## config.mk

```make
export PLATFORM = sky130hd
export DESIGN_NAME = demux_rr_dispatcher
export DESIGN_NICKNAME = d
export VERILOG_FILES = /design/src/rtl/demux_disp_pkg.sv /design/src/rtl/demux_rr_pick.sv /design/src/rtl/demux_rr_dispatcher.sv
export SDC_FILE = /design/constraint.sdc
export NUM_CORES = 1
export LEC_CHECK = 0
export ABC_AREA = 1
export CAP_MARGIN = 20
export CORE_AREA = 5 5 64 66
export DETAILED_ROUTE_END_ITERATION = 8
export DIE_AREA = 0 0 69 71
export PLACE_DENSITY = 0.81
export SLEW_MARGIN = 20
export SYNTH_ARGS = -nofsm -noshare
export SYNTH_HDL_FRONTEND = slang
export SYNTH_HIERARCHICAL = 1
export SYNTH_SLANG_ARGS = --single-unit
```

## constraint.sdc

```tcl
create_clock -name clk -period 2.85 [get_ports clk]
set_input_delay 0.57 -clock clk [delete_from_list [all_inputs] [get_ports clk]]
set_output_delay 0.57 -clock clk [all_outputs]
set_load 0.03 [all_outputs]
```

## src/rtl/demux_disp_pkg.sv

```systemverilog
// Shared types and constants for the round-robin demux dispatcher.
// Optional feature macro: DEMUX_DISP_SKIP_EN (skip non-ready destinations).
package demux_disp_pkg;

    localparam int NUM_DEST = 4;

    typedef logic [1:0] dest_idx_t;

    typedef enum logic {
        EMPTY = 1'b0,
        FULL  = 1'b1
    } state_e;

endpackage : demux_disp_pkg

```

## src/rtl/demux_rr_pick.sv

```systemverilog
// Next-destination selection for the dispatcher (purely combinational).
// Default: strict rotation, the destination is always the pointer.
// With DEMUX_DISP_SKIP_EN: the first ready destination starting at the
// pointer wins, falling back to the pointer when none is ready; the pointer
// then moves one past the chosen destination.
module demux_rr_pick
    import demux_disp_pkg::*;
(
    input  dest_idx_t           ptr_i,
`ifdef DEMUX_DISP_SKIP_EN
    input  logic [NUM_DEST-1:0] ready_i,
`endif
    output dest_idx_t           dest_o,
    output dest_idx_t           next_ptr_o
);

`ifdef DEMUX_DISP_SKIP_EN
    // Scan from the farthest candidate back to ptr so the nearest ready one wins.
    always_comb begin
        // NOTE: every output of a combinational block gets a default first;
        // a path that leaves it unassigned would infer a latch.
        dest_o = ptr_i;
        for (int k = NUM_DEST - 1; k >= 0; k--) begin
            if (ready_i[ptr_i + dest_idx_t'(k)]) begin
                dest_o = ptr_i + dest_idx_t'(k);
            end
        end
    end
`else
    assign dest_o = ptr_i;
`endif

    // The pointer always resumes just after the destination actually used.
    assign next_ptr_o = dest_o + dest_idx_t'(1);

endmodule : demux_rr_pick

```

## src/rtl/demux_rr_dispatcher.sv

```systemverilog
// Round-robin demux dispatcher: one holding register fed by a valid/ready
// source and delivered to one of four destinations in rotation.
// Optional feature macro: DEMUX_DISP_SKIP_EN (see demux_rr_pick).
module demux_rr_dispatcher
    import demux_disp_pkg::*;
#(
    parameter int DATA_W = 8,
    parameter int CNT_W  = 16
) (
    input  logic                clk,
    input  logic                rst,
    input  logic                in_valid,
    input  logic [DATA_W-1:0]   in_data,
    output logic                in_ready,
    output logic [NUM_DEST-1:0] out_valid,
    output logic [DATA_W-1:0]   out_data,
    input  logic [NUM_DEST-1:0] out_ready,
    output logic [1:0]          sel,
    output logic [CNT_W-1:0]    disp_cnt
);

    state_e            state_q;
    logic [DATA_W-1:0] buf_data_q, buf_data_d;
    dest_idx_t         buf_dest_q, buf_dest_d;
    dest_idx_t         ptr_q, ptr_d;
    logic [CNT_W-1:0]  disp_cnt_q, disp_cnt_d;
    dest_idx_t         pick_dest, pick_next;
    logic              buf_valid, out_hs, in_hs;

    assign buf_valid = (state_q == FULL);
    assign out_hs    = buf_valid && out_ready[buf_dest_q];
    // Accept while empty, or while full when the held word leaves this cycle.
    assign in_ready  = !buf_valid || out_hs;
    assign in_hs     = in_valid && in_ready;

    demux_rr_pick u_pick (
        .ptr_i      (ptr_q),
`ifdef DEMUX_DISP_SKIP_EN
        .ready_i    (out_ready),
`endif
        .dest_o     (pick_dest),
        .next_ptr_o (pick_next)
    );

    // Next-state values for the holding register, pointer and counter.
    always_comb begin
        buf_data_d = buf_data_q;
        buf_dest_d = buf_dest_q;
        ptr_d      = ptr_q;
        disp_cnt_d = disp_cnt_q;
        if (in_hs) begin
            buf_data_d = in_data;
            buf_dest_d = pick_dest;
            ptr_d      = pick_next;
        end
        if (out_hs) begin
            disp_cnt_d = disp_cnt_q + 1'b1;
        end
    end

    // FSM: EMPTY fills on input handshake; FULL drains only without a refill.
    always_ff @(posedge clk or posedge rst) begin
        if (rst) begin
            state_q <= EMPTY;
        end else begin
            // NOTE: sequential state uses non-blocking assignments so every
            // register samples pre-edge values regardless of block order.
            case (state_q)
                EMPTY:   if (in_hs) state_q <= FULL;
                FULL:    if (out_hs && !in_hs) state_q <= EMPTY;
                default: state_q <= EMPTY;
            endcase
        end
    end

    // Datapath registers.
    always_ff @(posedge clk or posedge rst) begin
        if (rst) begin
            // NOTE: the data word is reset too so out_data reads zero after
            // reset rather than a stale, discarded word.
            buf_data_q <= '0;
            buf_dest_q <= '0;
            ptr_q      <= '0;
            disp_cnt_q <= '0;
        end else begin
            buf_data_q <= buf_data_d;
            buf_dest_q <= buf_dest_d;
            ptr_q      <= ptr_d;
            disp_cnt_q <= disp_cnt_d;
        end
    end

    // One-hot valid decoded from the held destination; all zero when empty.
    always_comb begin
        out_valid             = '0;
        out_valid[buf_dest_q] = buf_valid;
    end

    assign out_data = buf_data_q;
    assign sel      = buf_dest_q;
    assign disp_cnt = disp_cnt_q;

endmodule : demux_rr_dispatcher

```

==> run metrics <==
grt met1 use=0.188; post-synthesis cell area=approximately 0.0017 mm2; Tcrit/Tclk final=0.912; CTS Buf Count=5; TritonCTS clock tree=built; final setup violation count=0; commonest non-fill, non-tap cell in the layout=nand2_1; Placement Setup Slack=approximately 0.25 ns; clock skew=0.0115 ns; register area share after synthesis=0.435; number of synthesis warnings=6; largest cells by area after synthesis=dfrtp_1 (44%), nand2_1 (18%), nand2_2 (7.5%); R2R setup slack=approximately 1.3 ns; # Max-Cap Violations=0; Die X=69 um; Hold EP=out_data[3]; post_cts resized=0; # IOs=46; Mean Syn Cell Area=between 7 and 8 um2; Clock Sink Count=29; post-layout min period=2.60 ns; Worst slew margin=0.662; via/cell ratio=4.89; IO Port Bufs=45; drt first pass iters=5; hold path cells=2; GR Layer Usage met2=0.258; Root Buffer=clkbuf_4; global-route wire length before repair=about 6400 um; Synth Register Bits=29; most frequent cells in the layout=nand2_1 (78), clkdlybuf4s50_1 (45), dfrtp_1 (29), nand3_1 (20), nand2_2 (20); R2R Path End=ptr_q[0]; CP Launch Type=input port; share of cells above drive strength 1=0.146; Yosys cell types=21; Routed WL=~3700 um; Most Crowded Layer GR=met2; synthesized instance count=about 210; # fillers=342; setup ws final=0.252 ns; core area=between 0.003 and 0.004 mm2; full die area=0.00490 mm2; reg2reg start=sel[0]; Post-CTS Setup Bufs=0; Crit Path Class=input port to output pin; post-DP HPWL=2670 um; worst r2r path cells=9; worst min-delay path category=flop to flop; Row Count=22; setup TNS=0 ns; met3 Use GR=0.0668; CP Data Required Time=2.28 ns; fmax=385 MHz; H-tree Lvls=2; wire per inst=11.9 um; starting DRC count in detailed routing=90; die height=71 um; worst vdd ir=581 uV; net count after synthesis=~230; nets=around 280; GPL Wtd Cong=0.907; top-area cell type share of the netlist area=0.435; status=finished, final reports clean; RSZ-0062 raised after global routing=no; total gr overflow=0; hold_buf cts=0; Synth area leader=dfrtp_1; CP endpoint kind=output pin; maximum clock insertion buffer count=2; fin. max-slew vios=0; WP data arrival=2.03 ns; Worst-Margin Slew=0.505 ns; pwr/cell area=around 930 mW/mm2; Initial Util=0.473; hold path start=out_data[3]; hold_ws=between 0.4 and 0.5 ns; DRC=0; ANT cells=0; vias=between 1500 and 2000; Final Hold Viols=0; GRT Util Overall=0.157; Layout area overhead=32.5%; initial antenna violation count=0; Critical Path Fanout Max=2; Clock transition at path regs=approximately 0.090 ns; largest net degree at the start of global routing=30; vias in the first global route=1407; Pleak=1.01 nW; Clk Latency, worst-skew pair=0.34 ns; Routed Antenna Nets=0
[per-stage QoR]
step            util  cells  cell area [um2]  total power [mW]
6_report       0.627    309             2210              2.06
2_1_floorplan      -    213             1670              1.40
4_1_cts        0.627    309             2210              2.08
3_3_place_gp   0.603    301             2120              1.69
3_5_place_dp   0.603    301             2120              1.71
5_1_grt        0.627    309             2210              2.19
[worst max path at each step]
stage                             from      endpoint  slack (ns)  cells past startpoint
after global placement    out_ready[3]      in_ready        0.26                      6
after detailed placement  out_ready[3]      in_ready        0.25                      6
final                     out_ready[3]      in_ready        0.25                      6
after CTS                 out_ready[3]      in_ready        0.25                      6
after floorplan                 sel[1]  out_valid[2]        0.84                      2
after global routing         buf_valid  out_valid[2]        0.19                      3
[synthesized netlist by cell type]
master	instances
nor2_1	12
dfrtp_1	29
nand4_1	6
buf_4	3
buf_12	1
xnor2_1	8
buf_6	2
nand3_4	1
o21ai_0	4
nand3_1	20
inv_1	14
nand2_4	3
inv_2	3
nor2_2	1
nand2_8	1
ha_1	1
nand2_1	78
nand3b_1	1
nor3_1	4
buf_1	1
nand2_2	20
[critical path, cell delays in order]
cell	delay [ns]
clkdlybuf4s50_1	0.45
nand2_1	0.05
nand2_1	0.09
nand2_2	0.08
nand3_4	0.10
clkdlybuf4s50_1	0.68
[sequential cells by signal, summed over array words and instances, names as in the netlist]
signal,count
ptr_q,2
sel,2
out_data,8
disp_cnt,16
buf_valid,1
[routing by layer]
metal  wire [um]  vias up
li1            -      757
met4          41        0
met5           0        -
met3         303        6
met1        1580      702
met2        1750       46
[logic make-up (layout without fill, tap and decap cells)]
family	Yosys count	after routing	share of synthesized area
AND/OR/NAND/NOR	147	147	0.423
flip-flops	29	29	0.435
buffers and inverters	24	72	0.0796
XOR/XNOR	8	8	0.0420
AO/OA/AOI/OAI	4	4	0.0120
adder cells (fa/ha/maj)	1	1	0.00751
[final cells by class]
cell class,count,area [um2],share of cell area
Multi-Input combinational cell,160,808,0.366
Sequential cell,29,726,0.329
Timing Repair Buffer,47,465,0.211
Inverter,17,63.8,0.0289
Tap cell,48,60.1,0.0272
Clock buffer,7,55.1,0.0249
Clock inverter,1,30.0,0.0136
[report_power, final]
part	switching (mW)	internal, mW
registers	0.137	0.530
clock network	0.147	0.209
logic	0.638	0.395
Note: power is estimated with default switching activity, not from simulation.
